### config.mk
export PLATFORM = sky130hd
export DESIGN_NAME = hamming_secded_pipe
export DESIGN_NICKNAME = d
export VERILOG_FILES = /design/src/rtl/hamming_pkg.sv /design/src/rtl/hamming_secded_dec.sv /design/src/rtl/hamming_secded_pipe.sv
export SDC_FILE = /design/constraint.sdc
export NUM_CORES = 1
export LEC_CHECK = 0
export ABC_AREA = 1
export CAP_MARGIN = 20
export CORE_MARGIN = 2
export CORE_UTILIZATION = 53
export DETAILED_ROUTE_END_ITERATION = 8
export PLACE_DENSITY = 0.87
export SKIP_LAST_GASP = 1
export SLEW_MARGIN = 20
export SYNTH_ARGS = -nofsm -noshare
export SYNTH_HDL_FRONTEND = slang
export SYNTH_HIERARCHICAL = 1
export SYNTH_SLANG_ARGS = --single-unit
### constraint.sdc
create_clock -name clk -period 2.3 [get_ports clk]
set_clock_uncertainty 0.15 [all_clocks]
set_input_delay 0.46 -clock clk [delete_from_list [all_inputs] [get_ports clk]]
set_output_delay 0.46 -clock clk [all_outputs]
set_load 0.005 [all_outputs]
### src/rtl/hamming_pkg.sv
// Shared SECDED helpers: code geometry and bit-position classification.
package hamming_pkg;

    // Smallest P with 2^P >= data_w + P + 1 (condition is monotone in P).
    function automatic int unsigned calc_par_w(input int unsigned data_w);
        int unsigned p;
        p = 1;
        for (int unsigned i = 1; i < 8; i++) begin
            if ((32'd1 << i) < data_w + i + 1) p = i + 1;
        end
        return p;
    endfunction

    // Hamming bits plus the overall parity bit at position 0.
    function automatic int unsigned calc_code_w(input int unsigned data_w);
        return data_w + calc_par_w(data_w) + 1;
    endfunction

    // Positions 1, 2, 4, ... carry Hamming parity.
    function automatic logic is_parity_pos(input int unsigned pos);
        return (pos != 0) && ((pos & (pos - 1)) == 0);
    endfunction

    // Code-word position of payload bit j (payload fills non-parity slots from 3 upward).
    function automatic int unsigned data_pos(input int unsigned j);
        int unsigned cnt;
        int unsigned res;
        cnt = 0;
        res = 0;
        for (int unsigned pos = 3; pos < 128; pos++) begin
            if (!is_parity_pos(pos)) begin
                if (cnt == j) res = pos;
                cnt++;
            end
        end
        return res;
    endfunction

endpackage

### src/rtl/hamming_secded_dec.sv
// Combinational SECDED decoder: syndrome, classification and single-bit correction.
module hamming_secded_dec
    import hamming_pkg::*;
#(
    parameter int unsigned DATA_W = 8,
    localparam int unsigned CODE_W = calc_code_w(DATA_W),
    localparam int unsigned IDX_W = $clog2(CODE_W)
) (
    input  logic [CODE_W-1:0] code,
    output logic [DATA_W-1:0] data,
    output logic [IDX_W-1:0]  error_index,
    output logic              single_error,
    output logic              double_error
);

    logic [IDX_W-1:0]  syndrome;
    logic              overall;
    logic [CODE_W-1:0] fixed;

    // Syndrome/overall parity, classify, flip the located bit, extract payload.
    always_comb begin
        syndrome = '0;
        for (int unsigned i = 1; i < CODE_W; i++) begin
            if (code[IDX_W'(i)]) syndrome = syndrome ^ IDX_W'(i);
        end
        overall      = ^code;
        single_error = 1'b0;
        double_error = 1'b0;
        error_index  = '0;
        if (syndrome == '0) begin
            // Error confined to the overall parity bit: payload untouched.
            single_error = overall;
        end else if (overall && ({1'b0, syndrome} < (IDX_W + 1)'(CODE_W))) begin
            single_error = 1'b1;
            error_index  = syndrome;
        end else begin
            double_error = 1'b1;
        end
        fixed = code;
        for (int unsigned i = 1; i < CODE_W; i++) begin
            if (single_error && (syndrome == IDX_W'(i))) fixed[IDX_W'(i)] = ~code[IDX_W'(i)];
        end
        data = '0;
        for (int unsigned j = 0; j < DATA_W; j++) begin
            data[j] = fixed[IDX_W'(data_pos(j))];
        end
    end

endmodule

### src/rtl/hamming_secded_pipe.sv
// Two-stage SECDED pipeline: encode + error injection, then decode/correct, with
// valid/ready handshaking and saturating single/double error counters.
module hamming_secded_pipe
    import hamming_pkg::*;
#(
    parameter int unsigned DATA_W = 8,
    parameter int unsigned CNT_W = 8,
    localparam int unsigned PAR_W = calc_par_w(DATA_W),
    localparam int unsigned CODE_W = calc_code_w(DATA_W),
    localparam int unsigned IDX_W = $clog2(CODE_W)
) (
    input  logic              clk,
    input  logic              rst,
    input  logic              in_valid,
    output logic              in_ready,
    input  logic [DATA_W-1:0] raw_data,
    input  logic [CODE_W-1:0] error_inject,
    output logic              out_valid,
    input  logic              out_ready,
    output logic [CODE_W-1:0] received_code,
    output logic [DATA_W-1:0] corrected_data,
    output logic [IDX_W-1:0]  error_index,
    output logic              single_error,
    output logic              double_error,
    input  logic              clr_cnt,
    output logic [CNT_W-1:0]  single_cnt,
    output logic [CNT_W-1:0]  double_cnt
);

    localparam logic [CNT_W-1:0] CntMax = {CNT_W{1'b1}};

    logic [CODE_W-1:0] enc_code;
    logic              enc_par;
    logic              s1_valid_q;
    logic [CODE_W-1:0] s1_code_q;
    logic              s2_load;
    logic              accept;
    logic              handoff;
    logic [DATA_W-1:0] dec_data;
    logic [IDX_W-1:0]  dec_index;
    logic              dec_single;
    logic              dec_double;
    logic              out_valid_q;
    logic [CODE_W-1:0] rx_code_q;
    logic [DATA_W-1:0] data_q;
    logic [IDX_W-1:0]  index_q;
    logic              single_q;
    logic              double_q;
    logic [CNT_W-1:0]  single_cnt_q;
    logic [CNT_W-1:0]  double_cnt_q;

    // Handshake: stage 2 frees up on handoff, stage 1 may refill in the same cycle.
    always_comb begin
        s2_load  = !out_valid_q || out_ready;
        in_ready = !s1_valid_q || s2_load;
        accept   = in_valid && in_ready;
        handoff  = out_valid_q && out_ready;
    end

    // Encoder: place payload, then each Hamming bit evens out its index class.
    always_comb begin
        enc_code = '0;
        enc_par  = 1'b0;
        for (int unsigned j = 0; j < DATA_W; j++) begin
            enc_code[IDX_W'(data_pos(j))] = raw_data[j];
        end
        for (int unsigned k = 0; k < PAR_W; k++) begin
            enc_par = 1'b0;
            for (int unsigned i = 1; i < CODE_W; i++) begin
                if (((i >> k) & 1) != 0) enc_par = enc_par ^ enc_code[IDX_W'(i)];
            end
            enc_code[IDX_W'(1 << k)] = enc_par;
        end
        enc_code[0] = ^enc_code[CODE_W-1:1];
    end

    // Stage 1: capture encoded word with channel errors applied.
    always_ff @(posedge clk or posedge rst) begin
        if (rst) begin
            s1_valid_q <= 1'b0;
            s1_code_q  <= '0;
        end else begin
            if (accept) begin
                s1_valid_q <= 1'b1;
                s1_code_q  <= enc_code ^ error_inject;
            end else if (s2_load) begin
                s1_valid_q <= 1'b0;
            end
        end
    end

    hamming_secded_dec #(
        .DATA_W(DATA_W)
    ) u_dec (
        .code        (s1_code_q),
        .data        (dec_data),
        .error_index (dec_index),
        .single_error(dec_single),
        .double_error(dec_double)
    );

    // Stage 2: result registers, held while downstream stalls.
    always_ff @(posedge clk or posedge rst) begin
        if (rst) begin
            out_valid_q <= 1'b0;
            rx_code_q   <= '0;
            data_q      <= '0;
            index_q     <= '0;
            single_q    <= 1'b0;
            double_q    <= 1'b0;
        end else if (s2_load) begin
            out_valid_q <= s1_valid_q;
            if (s1_valid_q) begin
                rx_code_q <= s1_code_q;
                data_q    <= dec_data;
                index_q   <= dec_index;
                single_q  <= dec_single;
                double_q  <= dec_double;
            end
        end
    end

    // Saturating event counters; clear wins over a same-cycle increment.
    always_ff @(posedge clk or posedge rst) begin
        if (rst) begin
            single_cnt_q <= '0;
            double_cnt_q <= '0;
        end else if (clr_cnt) begin
            single_cnt_q <= '0;
            double_cnt_q <= '0;
        end else if (handoff) begin
            if (single_q && (single_cnt_q != CntMax)) single_cnt_q <= single_cnt_q + 1'b1;
            if (double_q && (double_cnt_q != CntMax)) double_cnt_q <= double_cnt_q + 1'b1;
        end
    end

    assign out_valid      = out_valid_q;
    assign received_code  = rx_code_q;
    assign corrected_data = data_q;
    assign error_index    = index_q;
    assign single_error   = single_q;
    assign double_error   = double_q;
    assign single_cnt     = single_cnt_q;
    assign double_cnt     = double_cnt_q;

endmodule

==> reports/qor.yml, run 1 <==
run_status:
  outcome: "completed"
finish:
  fin_cells: 640
  postLayoutCellArea_um2: 4648
  layout_common_cells: "nand2_1, clkdlybuf4s50_1, dfrtp_1"
  syn_to_final_growth_pct: 26.49
  drive_above_1_share_pct: 12.68
  final_common_cell: "nand2_1"
  layout.nets: 585
  antenna_cells: 0
  utilization_pct: 68.80
clocking:
  cts_max_level: 3
  insertion_delay_ns: 0.33
  cts_num_sinks: 58
  clk_pin_slew_ns: 0.07
  clock_path_buffers: 2
  ctsRootBufferMaster: "clkbuf_8"
  cts_buffers: 9
  cts_tree: "yes"
floorplanning:
  start_util_pct: 54.39
  rows: 30
  die_h_um: 87.27
  dieArea_um2: 7615
  die_w_um: 87.27
  io_pins: 71
  core_area_um2: 6756
timing:
  tns_ns: 0
  setup_violations: 0
  worst_pin_slew_ns: 0.3229
  setup_ws_ns: 0.1167
  final.min_clock_period_ns: 2.183
  max_freq_mhz: 458.0
  hold_viol: 0
  fin_crit_sh_pct: 94.93
  relSlewSlack_pct: 78.47
  drv_slew: 0
  timing.hold.ws_ns: 0.3289
  rsz0062_at_grt: "true"
setup_path:
  crit_fanout: 2
  required_ns: 1.69
  worstSetupPathType: "input port to primary output"
  worstSetupStartpointType: "input port"
  critPathArrivalTime_ns: 1.57
  cp-end-kind: "primary output"
pwr:
  switchingPower_mw: 1.535
  leakage_nw: 2.316
  sw_frac_of_total_pct: 37.31
  seq_power_share_pct: 36.0
  clock_power_share_pct: 20.7
  p_int_mw: 2.579
  ir_drop_uv: 435.4
  power_density_nw_per_um2: 885.1
  totalPowerFinal_mw: 4.114
  combPwrFrac_pct: 43.3
logic_synthesis:
  yosysWarnings: 6
  synth_area_um2: 3675
  syn_nets: 511
  synth_seq_cells: 58
  synth.distinct_cells: 29
  avgSynthCellArea_um2: 7.608
  ys_seq_area_share_pct: 39.50
  syn-instance-count: 483
placement:
  dp_slack_ns: 0.1109
  gp_congestion: 0.8504
  port_buffers: 70
  hpwl_um: 6342
  placed_area_um2: 4464
  dp.cells: 626
route:
  via_per_inst: 5.353
  firstDrtPassIters: 6
  post_drt_wl_per_cell_um: 13.35
  ant_nets: 0
  drc: 0
  vias: 3426
  drtIter0Drc: 222
  wirelength_um: 8547
min_path:
  hold_path_class: "input port to asynchronous set/reset pin"
grt:
  grt_usage_pct: 23.23
  antenna_found_initial: 0
  first_global_vias: 3201
  grt_pass1_wl_um: 13940
  grt_max_degree: 59
  grt_overflow_total: 0
job:
  drv_cap: 0
[per-layer routing]
layer	vias up	part of all wire [%]	global-route usage (%)	wire length, um
met1	1577	44	29.42	3728
met4	0	2.9	11.19	248
met5	-	0	0	0
li1	1687	-	-	-
met3	25	5.1	3.886	433
met2	137	48	38.50	4137
[logic make-up after synthesis]
group | share of synthesized area, %
flops | 39.50
mux | 7.354
compound gates | 3.132
simple gates | 36.47
xor+xnor | 5.005
buf+inv | 7.865
fa+ha+maj | 0.6809
[registers in the layout, summed over array words and instances, names as in the netlist, 4 cells and up]
register,count
received_code,13
s1_code_q,13
single_cnt,8
double_cnt,8
error_index,4
corrected_data,8
[what timing repair did]
action	CTS	global route
gates resized for setup	0	5
buffers inserted	0	0
setup endpoints to repair	0	8
hold buffers	0	0
[critical path, cell delays in order]
cell,delay [ns]
clkdlybuf4s50_1,0.48
inv_1,0.06
nand3_1,0.08
clkdlybuf4s50_1,0.50
[cell usage after synthesis (all sizes together)]
library cell | instances | share of area, %
ha | 2 | 0.68
or2 | 3 | 0.51
a21oi | 4 | 0.54
buf | 11 | 1.8
inv | 52 | 5.4
xnor2 | 13 | 3.1
o21ai | 19 | 2.6
nor3 | 4 | 0.82
clkinv | 4 | 0.68
mux2 | 24 | 7.4
nand2 | 196 | 23
nand4 | 16 | 2.7
dfrtp | 58 | 39
xor2 | 8 | 1.9
nand3 | 44 | 6.7
nor2 | 25 | 2.8
[final cells by class]
cell class,instances,area (um^2)
clock buffer,12,165.2
clock inverter,2,12.51
fill,536,2108
inverter,56,222.7
multi-input combinational,358,1934
sequential,58,1458
tap,80,100.1
timing repair buffer,74,755.7
[power groups by stage]
| stage | registers [mW] | logic [mW] | clock network, mW |
|---|---|---|---|
| 6_report | 1.48 | 1.78 | 0.851 |
| 5_1_grt | 1.52 | 1.97 | 0.924 |
| 4_1_cts | 1.48 | 1.78 | 0.868 |
| 3_5_place_dp | 1.50 | 1.76 | 0 |
| 3_3_place_gp | 1.49 | 1.70 | 0 |
| 2_1_floorplan | 1.47 | 1.09 | 0 |
[worst paths after layout]
| check | to | slack, ns | cells after the start | from |
|---|---|---|---|---|
| max | in_ready | 0.12 | 4 | out_ready |
| min | single_cnt[5]$_DFFE_PP0P_ | 0.33 | 3 | rst |
| max reg2reg | corrected_data[6]$_DFFE_PP0P_ | 0.18 | 13 | s1_code_q[7]$_DFFE_PP0P_ |
| min reg2reg | corrected_data[1]$_DFFE_PP0P_ | 0.33 | 1 | corrected_data[1]$_DFFE_PP0P_ |
| max in group asynchronous | error_index[3]$_DFFE_PP0P_ | 1.38 | 3 | rst |
| min in group clk | corrected_data[1]$_DFFE_PP0P_ | 0.33 | 1 | corrected_data[1]$_DFFE_PP0P_ |
(Power assumes the default switching activity.)
==> inputs of run 2 (changes only) <==
- clock period: 2.3 -> 2.32 ns (I/O delays scaled with it)
==> run 2 against run 1 <==
  * Register-to-register slack got worse by 0.02 ns
  * Global-route usage increased by 0.70 points
  * Via count shrank 0.79%
  * Sequential share of layout area increased by 0.10 points
  * First-iteration DRC count is 21% lower
  * Routed wire length fell by 1.4%
  * Critical path type unchanged
  * Critical endpoint unchanged
==> reports/qor.yml, run 2 (synthesis gave the netlist of run 1 again) <==
run_status:
  outcome: "completed"
job:
  drv_cap: 0
clocking:
  cts_num_sinks: 58
  post_cts_resized: 0
  hold_buffers: 0
  cts_max_level: 3
  ctsRootBufferMaster: "clkbuf_8"
  insertion_delay_ns: 0.34
  cts_buffers: 9
  clock_path_buffers: 2
  clk_pin_slew_ns: 0.07
  cts_tree: "yes"
  post_cts.repair.setup_buffers: 0
floorplanning:
  start_util_pct: 54.39
  io_pins: 71
  rows: 30
  dieArea_um2: 7615
  die_w_um: 87.27
  die_h_um: 87.27
  core_area_um2: 6756
min_path:
  hold_path_class: "input port to asynchronous set/reset pin"
setup_path:
  required_ns: 1.71
  cpMaxStageDelayCell: "clkdlybuf4s50_1"
  worstSetupPathType: "input port to primary output"
  cpMostUsedCell: "clkdlybuf4s50_1"
  crit_fanout: 2
  max_stage_delay_ns: 0.50
  critPathArrivalTime_ns: 1.58
  path_cells: "clkdlybuf4s50_1, inv_1, nand3_1, clkdlybuf4s50_1"
  worstSetupStartpointType: "input port"
  cp-end-kind: "primary output"
grt:
  grt_usage_pct: 23.93
  grt_max_degree: 59
  grt_pass1_wl_um: 14320
  grt_overflow_total: 0
  antenna_found_initial: 0
  first_global_vias: 3229
route:
  firstDrtPassIters: 5
  ant_nets: 0
  drc: 0
  wirelength_um: 8428
  post_drt_wl_per_cell_um: 13.13
  vias: 3399
  via_per_inst: 5.294
  drtIter0Drc: 175
timing:
  max_freq_mhz: 456.1
  final.min_clock_period_ns: 2.192
  hold_viol: 0
  setup_violations: 0
  relSlewSlack_pct: 80.50
  rsz0062_at_grt: "false"
  drv_slew: 0
  setup_ws_ns: 0.1276
  worst_pin_slew_ns: 0.2902
  tns_ns: 0
  fin_crit_sh_pct: 94.50
  timing.hold.ws_ns: 0.3334
finish:
  antenna_cells: 0
  layout_common_cells: "nand2_1, clkdlybuf4s50_1, dfrtp_1"
  syn_to_final_growth_pct: 26.08
  layout.nets: 585
  final_common_cell: "nand2_1"
  drive_above_1_share_pct: 12.63
pwr:
  switchingPower_mw: 1.546
  ir_drop_uv: 443.5
  sw_frac_of_total_pct: 38.41
  leakage_nw: 2.309
  clock_power_share_pct: 19.5
  seq_power_share_pct: 36.5
  power_density_nw_per_um2: 868.8
  combPwrFrac_pct: 43.9
  p_int_mw: 2.479
placement:
  hpwl_um: 6285
  gp_congestion: 0.8511
  port_buffers: 70
  dp_slack_ns: 0.1214
-- run 2: area by class of cell --
cell class	instances	area, um^2
fillers	555	2123
multi-input cells	358	1934
flip-flops and latches	58	1458
repair buffers	74	755.7
inverters	56	222.7
clock buffers	11	131.4
well taps	80	100.1
clock inverters	5	31.28
-- run 2: routing by layer --
layer / part of all wire, % / routed length (um) / GRT usage (%)
met1: 44 / 3696 / 30.73
met2: 50 / 4193 / 39.53
met3: 4.9 / 412 / 6.161
met4: 1.5 / 125 / 7.692
met5: 0 / 0 / 0
-- run 2: path summary, 6_finish.rpt --
check	from	cells past startpoint	end	slack [ns]
setup / recovery	out_ready	4	in_ready	0.13
hold / removal	rst	3	received_code[0]$_DFFE_PP0P_	0.33
setup reg to reg	s1_code_q[10]$_DFFE_PP0P_	13	corrected_data[5]$_DFFE_PP0P_	0.16
hold reg to reg	corrected_data[7]$_DFFE_PP0P_	1	corrected_data[7]$_DFFE_PP0P_	0.34
max in group asynchronous	rst	3	s1_code_q[5]$_DFFE_PP0P_	1.42
min in group clk	corrected_data[7]$_DFFE_PP0P_	1	corrected_data[7]$_DFFE_PP0P_	0.34
-- run 2: power groups by stage --
stage	clock, mW	sequential (mW)	combinational [mW]
4_1_cts	0.811	1.47	1.77
3_5_place_dp	0	1.48	1.76
6_report	0.785	1.47	1.77
3_3_place_gp	0	1.48	1.69
5_1_grt	0.860	1.51	1.97
2_1_floorplan	0	1.46	1.08
-- run 2: critical path: cells and delay by family --
| kind | cells | cell delay, ns |
|---|---|---|
| buf+inv | 3 | 1.03 |
| simple gates | 1 | 0.08 |
-- run 2: through the flow --
step	instances	utilization (%)	area, um^2	total power, mW
finish	642	68.57	4633	4.025
global route	642	68.57	4633	4.337
CTS	642	68.48	4627	4.049
detailed placement	626	66.07	4464	3.242
global placement	626	66.07	4464	3.165
floorplan	483	-	3675	2.544
==> inputs of run 3 (changes only) <==
- SLEW_MARGIN: 20 -> 15
==> results of run 3 <==
Final layout, timing and power as in run 2 (identical DEF).
